[config.mk]
export PLATFORM = sky130hd
export DESIGN_NAME = out_port_arbiter
export DESIGN_NICKNAME = d
export VERILOG_FILES = /design/src/rtl/noc_arb_pkg.sv /design/src/rtl/tail_sync.sv /design/src/rtl/out_port_arbiter.sv
export SDC_FILE = /design/constraint.sdc
export NUM_CORES = 1
export LEC_CHECK = 0
export ABC_AREA = 1
export CAP_MARGIN = 10
export CORE_MARGIN = 1.5
export CORE_UTILIZATION = 55
export CTS_BUF_LIST = sky130_fd_sc_hd__clkbuf_8
export DETAILED_ROUTE_END_ITERATION = 10
export PLACE_DENSITY = 0.86
export SLEW_MARGIN = 20
export SYNTH_ARGS = -nofsm -noshare
export SYNTH_HDL_FRONTEND = slang
export SYNTH_SLANG_ARGS = --single-unit
[constraint.sdc]
create_clock -name clk_i -period 3.3 [get_ports clk_i]
set_clock_uncertainty 0.15 [all_clocks]
set_input_delay 0.66 -clock clk_i [delete_from_list [all_inputs] [get_ports clk_i]]
set_output_delay 0.66 -clock clk_i [all_outputs]
set_load 0.005 [all_outputs]
[src/rtl/noc_arb_pkg.sv]
// -----------------------------------------------------------------------------
// noc_arb_pkg
// Shared types and helpers for the per-output-port packet arbiter of the
// asynchronous bundled-data crossbar.
//   arb_state_t       : allocator FSM states (IDLE, GRANT, DRAIN)
//   SYNC_STAGES       : depth of the Tailpassed synchronizer
//   WD_CYCLES_DEFAULT : default watchdog limit in clock cycles
//   rr_pick()         : round-robin winner search starting after ptr
// -----------------------------------------------------------------------------
package noc_arb_pkg;

    typedef enum logic [1:0] {
        IDLE  = 2'd0,
        GRANT = 2'd1,
        DRAIN = 2'd2
    } arb_state_t;

    localparam int SYNC_STAGES       = 2;
    localparam int WD_CYCLES_DEFAULT = 1024;

    // rr_pick works on a fixed maximum vector; callers zero-extend.
    localparam int MAX_PORTS = 32;
    localparam int PICK_W    = 5;

    // Returns the first set bit of cand searching ptr+1, ptr+2, ... modulo n.
    // With cand all-zero the result is ptr; callers qualify with |cand.
    function automatic logic [PICK_W-1:0] rr_pick(
        input logic [MAX_PORTS-1:0] cand,
        input logic [PICK_W-1:0]    ptr,
        input int                   n
    );
        int                idx;
        logic              found;
        logic [PICK_W-1:0] win;
        found = 1'b0;
        win   = ptr;
        for (int k = 1; k <= MAX_PORTS; k++) begin
            idx = int'(ptr) + k;
            if (idx >= n) begin
                idx = idx - n;
            end else begin
                idx = idx;
            end
            if (k <= n) begin
                if (!found && cand[idx]) begin
                    win   = idx[PICK_W-1:0];
                    found = 1'b1;
                end else begin
                    found = found;
                end
            end else begin
                found = found;
            end
        end
        return win;
    endfunction

endpackage

[src/rtl/tail_sync.sv]
// -----------------------------------------------------------------------------
// tail_sync
// Multi-flop synchronizer for an asynchronous 4-phase level, followed by a
// rise/fall detector on the synchronized level. Reusable for any
// async-to-sync handshake line.
// Ports:
//   clk_i   : destination clock
//   rst_i   : asynchronous active-high reset, clears every flop
//   async_i : asynchronous level input
//   level_o : synchronized level
//   rise_o  : one-cycle pulse when the synchronized level goes 0->1
//   fall_o  : one-cycle pulse when the synchronized level goes 1->0
// -----------------------------------------------------------------------------
module tail_sync
    import noc_arb_pkg::*;
#(
    parameter int STAGES = SYNC_STAGES
) (
    input  logic clk_i,
    input  logic rst_i,
    input  logic async_i,
    output logic level_o,
    output logic rise_o,
    output logic fall_o
);

    logic [STAGES-1:0] sync_q;
    logic              prev_q;

    // Synchronizer chain plus one history flop for edge detection.
    always_ff @(posedge clk_i or posedge rst_i) begin
        if (rst_i) begin
            sync_q <= {STAGES{1'b0}};
            prev_q <= 1'b0;
        end else begin
            sync_q <= {sync_q[STAGES-2:0], async_i};
            prev_q <= sync_q[STAGES-1];
        end
    end

    // Edges are derived only from flops, so both pulses are glitch-free and
    // can never be high together.
    assign level_o = sync_q[STAGES-1];
    assign rise_o  = sync_q[STAGES-1] & ~prev_q;
    assign fall_o  = ~sync_q[STAGES-1] & prev_q;

endmodule

[src/rtl/out_port_arbiter.sv]
// -----------------------------------------------------------------------------
// out_port_arbiter
// Packet-level round-robin allocator for one output port of the asynchronous
// bundled-data crossbar. One grant is held from selection until the
// downstream Tailpassed 4-phase handshake completes.
// Optional build macro: ARB_WATCHDOG_EN (forced release after WD_CYCLES
// cycles in GRANT, sticky timeout_o).
// Ports:
//   clk_i          : clock
//   rst_i          : asynchronous active-high reset
//   req_i[N]       : per-input packet request (level, clk_i domain)
//   mask_i[N]      : per-input enable (1 = may be granted)
//   tailpassed_i   : downstream Tailpassed, asynchronous 4-phase level
//   PacketEnable_o : registered one-hot grant, zero when idle
//   grant_idx_o    : index of the current or last grant
//   busy_o         : high in GRANT and DRAIN
//   timeout_o      : sticky watchdog flag (0 without ARB_WATCHDOG_EN)
// -----------------------------------------------------------------------------
module out_port_arbiter
    import noc_arb_pkg::*;
#(
    parameter  int PORTS_G   = 4,
    parameter  int PORTS_L   = 1,
    parameter  int WD_CYCLES = WD_CYCLES_DEFAULT,
    localparam int N         = PORTS_G + PORTS_L - 1,
    localparam int IW        = (N > 1) ? $clog2(N) : 1
) (
    input  logic          clk_i,
    input  logic          rst_i,
    input  logic [N-1:0]  req_i,
    input  logic [N-1:0]  mask_i,
    input  logic          tailpassed_i,
    output logic [N-1:0]  PacketEnable_o,
    output logic [IW-1:0] grant_idx_o,
    output logic          busy_o,
    output logic          timeout_o
);

    arb_state_t     state_q;
    logic [IW-1:0]  ptr_q;
    logic [N-1:0]   pe_q;
    logic [IW-1:0]  gidx_q;
    logic           busy_q;

    logic [N-1:0]         cand_d;
    logic [MAX_PORTS-1:0] cand_ext_d;
    logic [IW-1:0]        pick_d;
    logic [N-1:0]         onehot_d;

    logic tail_lvl_s;
    logic tail_r_s;
    logic tail_f_s;

    tail_sync #(
        .STAGES (SYNC_STAGES)
    ) u_tail_sync (
        .clk_i   (clk_i),
        .rst_i   (rst_i),
        .async_i (tailpassed_i),
        .level_o (tail_lvl_s),
        .rise_o  (tail_r_s),
        .fall_o  (tail_f_s)
    );

    // Eligible requesters and their round-robin winner, one-hot encoded.
    always_comb begin
        cand_d                = req_i & mask_i;
        cand_ext_d            = {MAX_PORTS{1'b0}};
        cand_ext_d[N-1:0]     = cand_d;
        pick_d                = IW'(rr_pick(cand_ext_d, PICK_W'(ptr_q), N));
        onehot_d              = {N{1'b0}};
        for (int i = 0; i < N; i++) begin
            onehot_d[i] = (pick_d == IW'(i));
        end
    end

`ifdef ARB_WATCHDOG_EN
    localparam int            WD_W    = $clog2(WD_CYCLES + 1);
    localparam logic [WD_W-1:0] WD_LAST = WD_W'(WD_CYCLES - 1);

    logic [WD_W-1:0] wd_cnt_q;
    logic            timeout_q;
`else
    // WD_CYCLES only matters with the watchdog built in.
    logic unused_wd_cfg_s;
    assign unused_wd_cfg_s = (WD_CYCLES > 32'sd0) ? 1'b1 : 1'b0;
`endif

    // Allocator FSM; every output is a flop so grants never follow inputs
    // combinationally.
    always_ff @(posedge clk_i or posedge rst_i) begin
        if (rst_i) begin
            state_q   <= IDLE;
            ptr_q     <= IW'(N - 1);
            pe_q      <= {N{1'b0}};
            gidx_q    <= {IW{1'b0}};
            busy_q    <= 1'b0;
`ifdef ARB_WATCHDOG_EN
            wd_cnt_q  <= {WD_W{1'b0}};
            timeout_q <= 1'b0;
`endif
        end else begin
            case (state_q)
                IDLE: begin
                    // Tail edges arriving here are stale and deliberately ignored.
                    if (|cand_d) begin
                        pe_q     <= onehot_d;
                        gidx_q   <= pick_d;
                        busy_q   <= 1'b1;
                        state_q  <= GRANT;
`ifdef ARB_WATCHDOG_EN
                        wd_cnt_q <= {WD_W{1'b0}};
`endif
                    end
                end
                GRANT: begin
                    // Packet-level lock: req_i/mask_i are not looked at here.
                    if (tail_r_s) begin
                        pe_q    <= {N{1'b0}};
                        ptr_q   <= gidx_q;
                        state_q <= DRAIN;
                    end
`ifdef ARB_WATCHDOG_EN
                    else if (wd_cnt_q == WD_LAST) begin
                        // Forced release skips DRAIN: no handshake to finish.
                        pe_q      <= {N{1'b0}};
                        ptr_q     <= gidx_q;
                        busy_q    <= 1'b0;
                        timeout_q <= 1'b1;
                        state_q   <= IDLE;
                    end else begin
                        wd_cnt_q <= wd_cnt_q + {{(WD_W-1){1'b0}}, 1'b1};
                    end
`endif
                end
                DRAIN: begin
                    // Return-to-zero phase of the 4-phase handshake.
                    if (tail_f_s || !tail_lvl_s) begin
                        busy_q  <= 1'b0;
                        state_q <= IDLE;
                    end
                end
                default: begin
                    pe_q    <= {N{1'b0}};
                    busy_q  <= 1'b0;
                    state_q <= IDLE;
                end
            endcase
        end
    end

    assign PacketEnable_o = pe_q;
    assign grant_idx_o    = gidx_q;
    assign busy_o         = busy_q;
`ifdef ARB_WATCHDOG_EN
    assign timeout_o      = timeout_q;
`else
    assign timeout_o      = 1'b0;
`endif

endmodule

==> impl_metrics.csv <==
group,metric,value,unit
placed_design,numPortBuffers,17,
yosys,yosysWarnings,0,
drt,viasPerCell,5.41,
layout,multiInputGateArea,417,sq um
clocking,clock_path_buffers,2,
layout,nets,141,
min_path,min_path_type,"register to register",
min_path,worstHoldPathCells,0,
floorplan,initial_core_util,0.613,
setup_path,slowest_stage,"dfstp_2",
global_route,antenna_found_initial,0,
timing,tightestPinTransition,0.517,ns
floorplan,dieArea,0.00176,sq mm
timing,rsz0062_at_grt,"false",
power,p_per_area,1030,mW/mm^2
drt,avgRoutedWirePerCell,13.1,microns
layout,layout_commonest_cell,"nand2_1",
timing,layout_min_cycle_time,2.16,ns
yosys,syn_nets,121,
placed_design,place.gp.congestion,0.929,
drt,final_antenna_net_count,0,
layout,syn_to_final_growth,26.9,%
drt,num_vias,763,
setup_path,reg2regPathDepth,9,
timing,max_freq,464,MHz
floorplan,chipHeight,42.0,microns
global_route,grt_max_degree,15,
floorplan,rows,13,
yosys,synth_cells,107,
drt,drtPass1Iterations,4,
global_route,grt_pass1_wl,3.25,mm
setup_path,worst-path-max-fanout,11,
timing,slew_viol_final,0,
yosys,avgSynthCellArea,7.82,sq um
clocking,cts_buffers,3,
setup_path,cp_data_arrival_time,2.14,ns
setup_path,endpoint_kind,"register",
timing,fin_crit_sh,0.653,
yosys,ys_seq_area_frac,0.422,
layout,diodes,0,
timing,max_slew_margin,0.655,
clocking,cts_resized,0,
floorplan,core-area,0.00137,sq mm
setup_path,cp.required,3.29,ns
drt,totalWireLength,1.85,mm
layout,final_cell_mix,"nand2_1 (35), clkdlybuf4s50_1 (17), nand3_1 (16)",
setup_path,cp_common_cell,"nand3_1",
clocking,cts_setup_buffers,0,
drt,drcViolationCount,0,
setup_path,crit_type,"register to register",
clocking,cts.sinks,14,
clocking,cts_root_buf,"clkbuf_8",
clocking,htree_levels,1,
layout,seqCellArea,353,sq um
placed_design,place_area,0.00101,sq mm
power,max-vdd-ir-drop,684,uV
layout,final_area,0.00106,sq mm
yosys,synth_seq_cells,14,
clocking,cts_hold_buf,0,
timing,finalHoldViolCount,0,
power,leakage,0.546,nW
placed_design,dp_hpwl,1.47,mm
clocking,path_clk_slew,0.06,ns
setup_path,slowest_delay,0.68,ns
global_route,globalRouteOverflowTotal,0,
floorplan,die_w,42.0,microns
timing,tns,0,ns
clocking,cts_tree,"done",
layout,drive_gt1_frac,0.159,
run_status,run_status,"finished clean",
drt,drt_iter0_drc,44,
clocking,insertion_delay,0.24,ns
yosys,yosysUniqueCellTypes,20,
layout,nFillCells,109,
global_route,grtUsageTotal,0.242,
floorplan,io_pins,19,
yosys,mappedNetlistArea,837,sq um
timing,setup_viol,0,
setup_path,crit_path_cell_trace,"inv_8 > ha_1 > inv_1 > nand3_1 > nand3_1 > inv_1 > nand3_1 > nand3_2 > o21a_1",
setup_path,start_kind,"register",
flow_run,maxCapViolations,0,
global_route,grt_pass1_vias,765,
-- cell usage after synthesis, drive strengths merged --
library cell  count  area [sq um]
a21oi             2          10.0
ha                3          37.5
conb              1          3.75
nand3            20           120
nor2              8          37.5
dfstp             2          52.6
nand4             2          12.5
o21ai             4          31.3
dfrtp            12           300
nand2            39           156
o21a              1          7.51
inv              11          48.8
buf               2          18.8
-- cells by family (layout without fill, tap and decap cells) --
family | count (synthesis) | in the layout | share of synthesized area
buffers and inverters | 13 | 32 | 0.0807
other | 1 | 1 | 0.00448
DFF | 14 | 14 | 0.422
AOI/OAI and AO/OA | 7 | 7 | 0.0583
and+or+nand+nor | 69 | 69 | 0.390
adders and majority gates | 3 | 3 | 0.0448
-- final cells by class --
| cell class | instances | share of cell area |
|---|---|---|
| multi-input combinational | 80 | 0.392 |
| sequential | 14 | 0.332 |
| timing repair buffer | 17 | 0.160 |
| clock buffer | 4 | 0.0518 |
| inverter | 11 | 0.0459 |
| tap | 15 | 0.0177 |
-- path summary, 6_finish.rpt --
| check | from | end | slack [ns] |
|---|---|---|---|
| min | u_tail_sync.sync_q[0] | u_tail_sync.sync_q[1] | 0.21 |
| min reg2reg | u_tail_sync.sync_q[0] | u_tail_sync.sync_q[1] | 0.21 |
| max in group asynchronous | rst_i | ptr_q[0] | 2.05 |
| min in group asynchronous | rst_i | PacketEnable_o[1] | 0.59 |
| max | ptr_q[0] | grant_idx_o[0] | 1.14 |
| max reg2reg | ptr_q[0] | grant_idx_o[0] | 1.14 |
-- per-stage QoR --
| stage | hold WS (ns) | total power, W | std cells | util | setup WS, ns |
|---|---|---|---|---|---|
| 6_report | 0.214 | 0.00110 | 141 | 0.777 | 1.14 |
| 5_1_grt | 0.218 | 0.00120 | 141 | 0.777 | 0.979 |
| 4_1_cts | 0.216 | 0.00110 | 141 | 0.777 | 1.15 |
| 3_5_place_dp | 0.204 | 0.000927 | 137 | 0.737 | 1.01 |
| 3_3_place_gp | 0.185 | 0.000901 | 137 | 0.737 | 1.08 |
| 2_1_floorplan | 0.181 | 0.000766 | 107 | - | 1.34 |
-- sequential cells by signal, summed over array words and instances (netlist names) --
| name | flops |
|---|---|
| PacketEnable_o | 4 |
| busy_o | 1 |
| grant_idx_o | 2 |
| ptr_q | 2 |
| state_q | 2 |
| u_tail_sync.prev_q | 1 |
| u_tail_sync.sync_q | 2 |
-- power breakdown --
group          switching [W]  leakage (nW)  total (W)  internal, W
clock              0.0000599        0.0288   0.000166     0.000106
sequential         0.0000565         0.169   0.000297     0.000240
combinational       0.000385         0.348   0.000636     0.000251
total               0.000501         0.546    0.00110     0.000597
-- worst max-delay path: cells and delay by family, from the launching register on --
kind | cells | cell delay, ns
DFF | 1 | 0.68
and+or+nand+nor | 4 | 0.48
adders and majority gates | 1 | 0.36
buffers and inverters | 3 | 0.25
AOI/OAI and AO/OA | 1 | 0.13
-- layer usage --
layer,vias to the layer above,track usage,wire (microns)
met2,16,0.391,870
li1,378,-,-
met4,0,0.0500,5
met5,-,0,0
met1,367,0.328,886
met3,2,0.0690,89
No activity file was read; power rests on OpenSTA's default activity.
